[src/rtl/except_ctrl_if.sv]
// Pipeline <-> exception controller bundle: MEM-stage commit info, mtc0/mfc0 port,
// flush/redirect controls and CP0 state. int_i exists only when EXCEPT_INT_EN is defined.
interface except_ctrl_if;
  logic [31:0] excepttype_i;
  logic        inst_valid_i;
  logic        mem_stall_i;
  logic [31:0] pc_i;
  logic        in_delay_slot_i;
  logic        cp0_we_i;
  logic [4:0]  cp0_waddr_i;
  logic [31:0] cp0_wdata_i;
  logic [4:0]  cp0_raddr_i;
  logic [31:0] cp0_rdata_o;
`ifdef EXCEPT_INT_EN
  logic [5:0]  int_i;
`endif
  logic        flush_o;
  logic        redirect_o;
  logic [31:0] new_pc_o;
  logic        busy_o;
  logic [31:0] status_o;
  logic [31:0] cause_o;
  logic [31:0] epc_o;

  modport master (
    output excepttype_i, inst_valid_i, mem_stall_i, pc_i, in_delay_slot_i,
           cp0_we_i, cp0_waddr_i, cp0_wdata_i, cp0_raddr_i,
`ifdef EXCEPT_INT_EN
           int_i,
`endif
    input  cp0_rdata_o, flush_o, redirect_o, new_pc_o, busy_o, status_o, cause_o, epc_o
  );

  modport slave (
    input  excepttype_i, inst_valid_i, mem_stall_i, pc_i, in_delay_slot_i,
           cp0_we_i, cp0_waddr_i, cp0_wdata_i, cp0_raddr_i,
`ifdef EXCEPT_INT_EN
           int_i,
`endif
    output cp0_rdata_o, flush_o, redirect_o, new_pc_o, busy_o, status_o, cause_o, epc_o
  );
endinterface

[src/rtl/except_ctrl.sv]
// Exception/CP0 sequencer: resolves MEM-stage exception priority, owns Status/Cause/EPC
// and runs flush -> redirect. Hardware interrupts enabled by defining EXCEPT_INT_EN.
module except_ctrl #(
  parameter logic [31:0] EXC_VECTOR   = 32'hBFC0_0380,
  parameter int          FLUSH_CYCLES = 2
) (
  input logic         clk,
  input logic         rst_n,
  except_ctrl_if.slave bus
);
  typedef enum logic [1:0] {S_IDLE, S_FLUSH, S_REDIRECT} state_t;

  localparam logic [3:0] CNT_LOAD = 4'(FLUSH_CYCLES - 1);

  state_t      r_state;
  logic [3:0]  r_cnt;
  logic        r_flush, r_redirect, r_busy;
  logic [31:0] r_new_pc, r_target;

  logic [31:0] r_status;
  logic        r_bd;
  logic [1:0]  r_ip_sw;
  logic [4:0]  r_exccode;
  logic [31:0] r_epc;

  logic [5:0]  w_ip_hw;
  logic [31:0] w_cause;
  logic        w_int, w_inv, w_sys, w_eret, w_is_exc, w_commit, w_we;
  logic [4:0]  w_exccode;
  logic [31:0] w_epc_new;

`ifdef EXCEPT_INT_EN
  logic [5:0] r_ip_hw;
  assign w_ip_hw = r_ip_hw;
  assign w_int   = r_status[0] && !r_status[1] && |(w_cause[15:8] & r_status[15:8]);
`else
  assign w_ip_hw = 6'd0;
  assign w_int   = 1'b0;
`endif

  assign w_cause   = {r_bd, 15'd0, w_ip_hw, r_ip_sw, 1'b0, r_exccode, 2'b00};
  assign w_inv     = bus.excepttype_i[9];
  assign w_sys     = bus.excepttype_i[8];
  assign w_eret    = bus.excepttype_i[12];
  assign w_is_exc  = w_int | w_inv | w_sys;
  assign w_commit  = (r_state == S_IDLE) && bus.inst_valid_i && !bus.mem_stall_i &&
                     (w_is_exc | w_eret);
  assign w_exccode = w_int ? 5'd0 : (w_inv ? 5'd10 : 5'd8);
  assign w_epc_new = bus.in_delay_slot_i ? bus.pc_i - 32'd4 : bus.pc_i;
  assign w_we      = bus.cp0_we_i && !r_busy;

  // Only these excepttype bits carry meaning here.
  logic w_unused;
  assign w_unused = &{1'b0, bus.excepttype_i[31:13], bus.excepttype_i[11:10],
                      bus.excepttype_i[7:0]};

  always_ff @(posedge clk or negedge rst_n) begin
    if (!rst_n) begin
      r_state    <= S_IDLE;
      r_cnt      <= 4'd0;
      r_flush    <= 1'b0;
      r_redirect <= 1'b0;
      r_busy     <= 1'b0;
      r_new_pc   <= 32'd0;
      r_target   <= 32'd0;
    end else begin
      case (r_state)
        S_IDLE: if (w_commit) begin
          r_state  <= S_FLUSH;
          r_cnt    <= CNT_LOAD;
          r_flush  <= 1'b1;
          r_busy   <= 1'b1;
          r_target <= w_is_exc ? EXC_VECTOR : r_epc;
        end
        S_FLUSH: if (r_cnt == 4'd0) begin
          r_state    <= S_REDIRECT;
          r_flush    <= 1'b0;
          r_redirect <= 1'b1;
          r_new_pc   <= r_target;
        end else begin
          r_cnt <= r_cnt - 4'd1;
        end
        default: begin
          r_state    <= S_IDLE;
          r_redirect <= 1'b0;
          r_busy     <= 1'b0;
          r_new_pc   <= 32'd0;
        end
      endcase
    end
  end

  // mtc0 is applied first so a same-cycle commit overrides the fields it owns.
  always_ff @(posedge clk or negedge rst_n) begin
    if (!rst_n) begin
      r_status  <= 32'd0;
      r_bd      <= 1'b0;
      r_ip_sw   <= 2'd0;
      r_exccode <= 5'd0;
      r_epc     <= 32'd0;
`ifdef EXCEPT_INT_EN
      r_ip_hw   <= 6'd0;
`endif
    end else begin
`ifdef EXCEPT_INT_EN
      r_ip_hw <= bus.int_i;
`endif
      if (w_we) begin
        case (bus.cp0_waddr_i)
          5'd12:   r_status <= bus.cp0_wdata_i & 32'h0000_FF03;
          5'd13:   r_ip_sw  <= bus.cp0_wdata_i[9:8];
          5'd14:   r_epc    <= bus.cp0_wdata_i;
          default: ;
        endcase
      end
      if (w_commit) begin
        if (w_is_exc) begin
          r_exccode <= w_exccode;
          if (!r_status[1]) begin
            r_bd  <= bus.in_delay_slot_i;
            r_epc <= w_epc_new;
          end
          r_status[1] <= 1'b1;
        end else begin
          r_status[1] <= 1'b0;
        end
      end
    end
  end

  always_comb begin
    bus.cp0_rdata_o = 32'd0;
    case (bus.cp0_raddr_i)
      5'd12:   bus.cp0_rdata_o = r_status;
      5'd13:   bus.cp0_rdata_o = w_cause;
      5'd14:   bus.cp0_rdata_o = r_epc;
      default: ;
    endcase
  end

  assign bus.flush_o    = r_flush;
  assign bus.redirect_o = r_redirect;
  assign bus.new_pc_o   = r_new_pc;
  assign bus.busy_o     = r_busy;
  assign bus.status_o   = r_status;
  assign bus.cause_o    = w_cause;
  assign bus.epc_o      = r_epc;
endmodule

[src/flat_wrapper.sv]
// flat-port wrapper written by rule: the top's interface ports become plain ports
module except_ctrl_flat 
#(
  parameter logic [31:0] EXC_VECTOR   = 32'hBFC0_0380,
  parameter int          FLUSH_CYCLES = 2
)
  (clk, rst_n, bus_excepttype_i, bus_inst_valid_i, bus_mem_stall_i, bus_pc_i, bus_in_delay_slot_i, bus_cp0_we_i, bus_cp0_waddr_i, bus_cp0_wdata_i, bus_cp0_raddr_i, bus_cp0_rdata_o, bus_flush_o, bus_redirect_o, bus_new_pc_o, bus_busy_o, bus_status_o, bus_cause_o, bus_epc_o);
  except_ctrl_if bus_i ();
  input logic clk;
  input logic rst_n;
  input wire logic [$bits(bus_i.excepttype_i)-1:0] bus_excepttype_i;
  input wire logic [$bits(bus_i.inst_valid_i)-1:0] bus_inst_valid_i;
  input wire logic [$bits(bus_i.mem_stall_i)-1:0] bus_mem_stall_i;
  input wire logic [$bits(bus_i.pc_i)-1:0] bus_pc_i;
  input wire logic [$bits(bus_i.in_delay_slot_i)-1:0] bus_in_delay_slot_i;
  input wire logic [$bits(bus_i.cp0_we_i)-1:0] bus_cp0_we_i;
  input wire logic [$bits(bus_i.cp0_waddr_i)-1:0] bus_cp0_waddr_i;
  input wire logic [$bits(bus_i.cp0_wdata_i)-1:0] bus_cp0_wdata_i;
  input wire logic [$bits(bus_i.cp0_raddr_i)-1:0] bus_cp0_raddr_i;
  output wire logic [$bits(bus_i.cp0_rdata_o)-1:0] bus_cp0_rdata_o;
  output wire logic [$bits(bus_i.flush_o)-1:0] bus_flush_o;
  output wire logic [$bits(bus_i.redirect_o)-1:0] bus_redirect_o;
  output wire logic [$bits(bus_i.new_pc_o)-1:0] bus_new_pc_o;
  output wire logic [$bits(bus_i.busy_o)-1:0] bus_busy_o;
  output wire logic [$bits(bus_i.status_o)-1:0] bus_status_o;
  output wire logic [$bits(bus_i.cause_o)-1:0] bus_cause_o;
  output wire logic [$bits(bus_i.epc_o)-1:0] bus_epc_o;
  assign bus_i.excepttype_i = bus_excepttype_i;
  assign bus_i.inst_valid_i = bus_inst_valid_i;
  assign bus_i.mem_stall_i = bus_mem_stall_i;
  assign bus_i.pc_i = bus_pc_i;
  assign bus_i.in_delay_slot_i = bus_in_delay_slot_i;
  assign bus_i.cp0_we_i = bus_cp0_we_i;
  assign bus_i.cp0_waddr_i = bus_cp0_waddr_i;
  assign bus_i.cp0_wdata_i = bus_cp0_wdata_i;
  assign bus_i.cp0_raddr_i = bus_cp0_raddr_i;
  assign bus_cp0_rdata_o = bus_i.cp0_rdata_o;
  assign bus_flush_o = bus_i.flush_o;
  assign bus_redirect_o = bus_i.redirect_o;
  assign bus_new_pc_o = bus_i.new_pc_o;
  assign bus_busy_o = bus_i.busy_o;
  assign bus_status_o = bus_i.status_o;
  assign bus_cause_o = bus_i.cause_o;
  assign bus_epc_o = bus_i.epc_o;
  except_ctrl #(.EXC_VECTOR(EXC_VECTOR), .FLUSH_CYCLES(FLUSH_CYCLES)) u_core (.clk(clk), .rst_n(rst_n), .bus(bus_i));
endmodule
[config.mk]
export PLATFORM = sky130hd
export DESIGN_NAME = except_ctrl_flat
export DESIGN_NICKNAME = d
export VERILOG_FILES = /design/src/rtl/except_ctrl_if.sv /design/src/rtl/except_ctrl.sv /design/src/flat_wrapper.sv
export SDC_FILE = /design/constraint.sdc
export NUM_CORES = 1
export LEC_CHECK = 0
export ABC_AREA = 1
export CORE_ASPECT_RATIO = 0.8
export CORE_MARGIN = 2
export CORE_UTILIZATION = 41
export CTS_BUF_LIST = sky130_fd_sc_hd__clkbuf_8
export DETAILED_ROUTE_END_ITERATION = 10
export PLACE_DENSITY = 0.8
export SLEW_MARGIN = 20
export SYNTH_ARGS = -nofsm -noshare
export SYNTH_HDL_FRONTEND = slang
export SYNTH_SLANG_ARGS = --single-unit
[constraint.sdc]
create_clock -name clk -period 1.4 [get_ports clk]
set_clock_uncertainty 0.15 [all_clocks]
set_input_delay 0.28 -clock clk [delete_from_list [all_inputs] [get_ports clk]]
set_output_delay 0.28 -clock clk [all_outputs]
set_load 0.02 [all_outputs]
==> results.py <==
metrics = {
    "run_status": {
        "run_status": "finished with violations",
        "violations": "setup timing",
    },
    "timing": {
        "fin_crit_sh_pct": 129.6,
        "tns_ns": -41.99,
        "setup_viol": 229,
        "fmax_mhz": 551.3,
        "finalHoldViolations": 0,
        "rsz0062_at_grt": "yes",
        "finalMaxSlewViolations": 0,
        "layout_min_cycle_time_ns": 1.814,
        "finalWorstSetupSlack_ns": -0.4140,
    },
    "detailed_routing": {
        "vias_per_cell": 5.356,
        "drcViolationCount": 0,
        "drt_iter0_markers": 723,
        "vias": 8205,
        "drt-wirelength-per-cell_um": 20.99,
        "ant_nets": 0,
        "wl_um": 32160,
        "drt-pass1-iter-count": 5,
    },
    "synth": {
        "synth_area_leaders": "dfrtp_1 (45%), inv_1 (7.3%), buf_4 (6.4%), nand2_1 (5.9%), o21ai_0 (5.4%)",
        "yosys.area.top_type_share_pct": 44.77,
        "synth-main-ff-cell": "dfrtp_1",
        "yosys_warnings": 0,
        "synth_cell_type_count": 40,
        "synth_edf_count": 0,
        "synthArstFlopShare_pct": 100.0,
        "syn_avg_cell_area_sq_um": 8.150,
        "syn_inst": 823,
        "ys_seq_area_share_pct": 44.77,
        "synth-seq-cells": 120,
        "netlist_area_sq_mm": 0.006708,
        "synth.largest_area_cell": "dfrtp_1",
    },
    "setup_path": {
        "arrival_ns": 2.05,
        "r2r_end": "u_core.bus.epc_o[24]$_DFF_PN0_",
        "cpPeakStageDelay_ns": 0.44,
        "rrSetupSlack_ns": -0.41,
        "r2r_cells": 11,
        "worst-setup-path-type": "register to register",
        "crit_path_end_kind": "register",
        "required_ns": 1.64,
        "slowest_stage": "dfrtp_2",
        "path_cells": "inv_2 -> nand2_2 -> nor2_4 -> nand2_8 -> buf_6 -> clkinv_8 -> buf_6 -> nand2_1 -> o211ai_1 -> nand2_1 -> inv_1",
        "start_kind": "register",
        "reg2reg_from": "u_core.bus.busy_o$_DFFE_PN0P_",
        "crit_fanout": 7,
    },
    "global_routing": {
        "grt_pass1_vias": 7349,
        "antenna_found_initial": 1,
        "global_route.usage.total_pct": 30.14,
        "grt_remaining_overflow": 0,
        "grt_max_degree": 59,
        "grt_pass1_wl_um": 40740,
    },
    "min_path": {
        "hp-class": "input port to async pin",
    },
    "layout": {
        "final_net_count": 1418,
        "drive_above_1_share_pct": 54.83,
        "num-fill-cells": 799,
        "syn_to_final_growth_pct": 96.12,
        "post-route-util_pct": 82.72,
    },
    "pwr": {
        "ir_worst_vdd_v": 0.0008032,
        "powerDensity_mw_per_mm2": 1807,
        "leakagePower_nw": 6.255,
    },
    "floorplan": {
        "num_rows": 41,
        "die_area_sq_mm": 0.01741,
        "core_region_area_sq_mm": 0.01590,
        "die_x_um": 147.0,
        "die_h_um": 118.4,
        "initial_core_util_pct": 42.18,
        "io_pins": 275,
    },
    "placed_design": {
        "io_buffer_count": 196,
        "post-dp-hpwl_um": 17870,
        "place.gp.congestion": 0.9092,
    },
    "clock_network": {
        "numCtsBuffers": 17,
        "clk_pin_slew_ns": 0.08,
        "cts_tree": "yes",
        "cts_buffer_depth": 2,
        "clock_sinks": 120,
        "cts-root-buf": "clkbuf_8",
        "clkLatencyLatePin_ns": 0.46,
        "htreeDepth": 4,
    },
    "job": {
        "drv_cap": 0,
    },
}
[synthesized netlist by cell type (3+ instances only)]
cell type and count:
inv_1 130, dfrtp_1 120, nand2_1 105, nor2_1 80, o21ai_0 73, nand3_1 60
buf_4 57, o21ai_1 37, a21oi_1 22, o22ai_2 20, nand4_1 15, a22oi_1 12
buf_6 9, nor2_2 9, o211ai_1 9, inv_2 7, clkbuf_1 6, buf_2 5
nor3_1 5, buf_1 4, a211oi_1 3, ha_1 3, o22ai_1 3, xnor2_1 3
xor2_1 3
[cells in the final DEF, fill, tap and decap left out, types with 5 or more instances in the layout]
cell type          n
a21oi_1            6
a21oi_2           10
nor2_2            21
inv_6              5
buf_6            178
inv_1             85
a22oi_2           12
buf_4            197
nand3_4           11
nand3_1           19
nand2_2           16
o21ai_1           64
clkbuf_8          21
o21ai_0           16
clkdlybuf4s50_1   69
conb_1            49
o22ai_2           15
nor2_1            36
nand2_4            7
dfrtp_1          119
dlygate4sd2_1      7
o21ai_2           28
buf_12            19
nand3_2           33
nand4_1           15
nand2_1           82
inv_2             46
a21oi_4            6
nor2_4            34
buf_8              6
o211ai_1           9
o22ai_4            8
[metal layers]
layer / vias to the layer above / global-route usage, % / share of wire, %
met5: - / 0 / 0
met2: 539 / 49.18 / 49
met4: 0 / 10.40 / 5.1
li1: 3546 / - / -
met1: 3978 / 39.88 / 37
met3: 142 / 6.525 / 8.7
[how the worst max path moves through the flow]
stage | start | endpoint | cells past startpoint
2_1_floorplan | bus_cp0_raddr_i[3] | bus_cp0_rdata_o[8] | 5
3_3_place_gp | bus_cp0_raddr_i[3] | bus_cp0_rdata_o[0] | 7
3_5_place_dp | bus_cp0_raddr_i[3] | bus_cp0_rdata_o[21] | 8
4_1_cts | u_core.bus.epc_o[13]$_DFF_PN0_ | bus_cp0_rdata_o[13] | 4
5_1_grt | u_core.r_state[1]$_DFFE_PN0P_ | u_core.r_target[13]$_DFFE_PN0P_ | 10
6_report | u_core.bus.busy_o$_DFFE_PN0P_ | u_core.bus.epc_o[24]$_DFF_PN0_ | 11
[metrics by stage]
step           hold WS [ns]  worst slack (ns)  power (mW)  instance area (sq um)  cells
6_report             0.2200           -0.4140       23.77                  13160   1532
5_1_grt              0.2533           -0.4694       24.59                  13150   1531
4_1_cts              0.2294           -0.3778       21.09                  12080   1482
3_5_place_dp         0.1473            -1.224       16.02                  10470   1403
3_3_place_gp         0.1456            -1.217       15.79                  10470   1403
2_1_floorplan       -0.1656           -0.1520       10.31                   7254    871
[flip-flops by register name (all words and copies together) (netlist names), 2 cells and up]
name,cells
u_core.bus.epc_o,32
u_core.bus.new_pc_o,32
u_core.bus.status_o,10
u_core.r_cnt,4
u_core.r_exccode,2
u_core.r_ip_sw,2
u_core.r_state,2
u_core.r_target,32
[what timing repair did]
item,CTS,global route
gates resized for setup,907,182
setup endpoints to repair,219,232
endpoints found under the hold margin,120,0
setup buffers,38,56
pin swaps,51,52
gates cloned,10,7
hold buffers,1,0
[worst max-delay path, delay by kind of cell (launching register included)]
family	cells	cell delay (ns)
buf+inv	5	0.50
simple gates	5	0.53
flops	1	0.44
compound gates	1	0.12
[logic make-up after synthesis]
| logic type | synth area share, % |
|---|---|
| other | 0.05591 |
| xor gates and xnor gates | 0.7836 |
| adders and majority gates | 0.5597 |
| AOI/OAI and AO/OA | 16.79 |
| buffers and inverters | 16.68 |
| DFF | 44.77 |
| and+or+nand+nor | 20.37 |
[layout make-up]
cell class                      count  area, sq um  share of cell area (%)
Antenna cell                        2        5.005                 0.03804
Clock buffer                       21        289.0                   2.197
Tap cell                          215        269.0                   2.045
Timing Repair inverter              7        91.34                  0.6943
Sequential cell                   120         3004                   22.84
Multi-Input combinational cell    531         3875                   29.46
Inverter                          139        589.3                   4.480
Clock inverter                     10        116.4                  0.8845
Timing Repair Buffer              487         4916                   37.37
[power by group]
part	leakage [nW]	internal, mW	switching [mW]
clock network	0.205	1.77	1.63
registers	1.47	4.77	1.11
logic	4.58	7.35	7.13
total	6.25	13.9	9.87
Power figures use the tool's default switching activity.
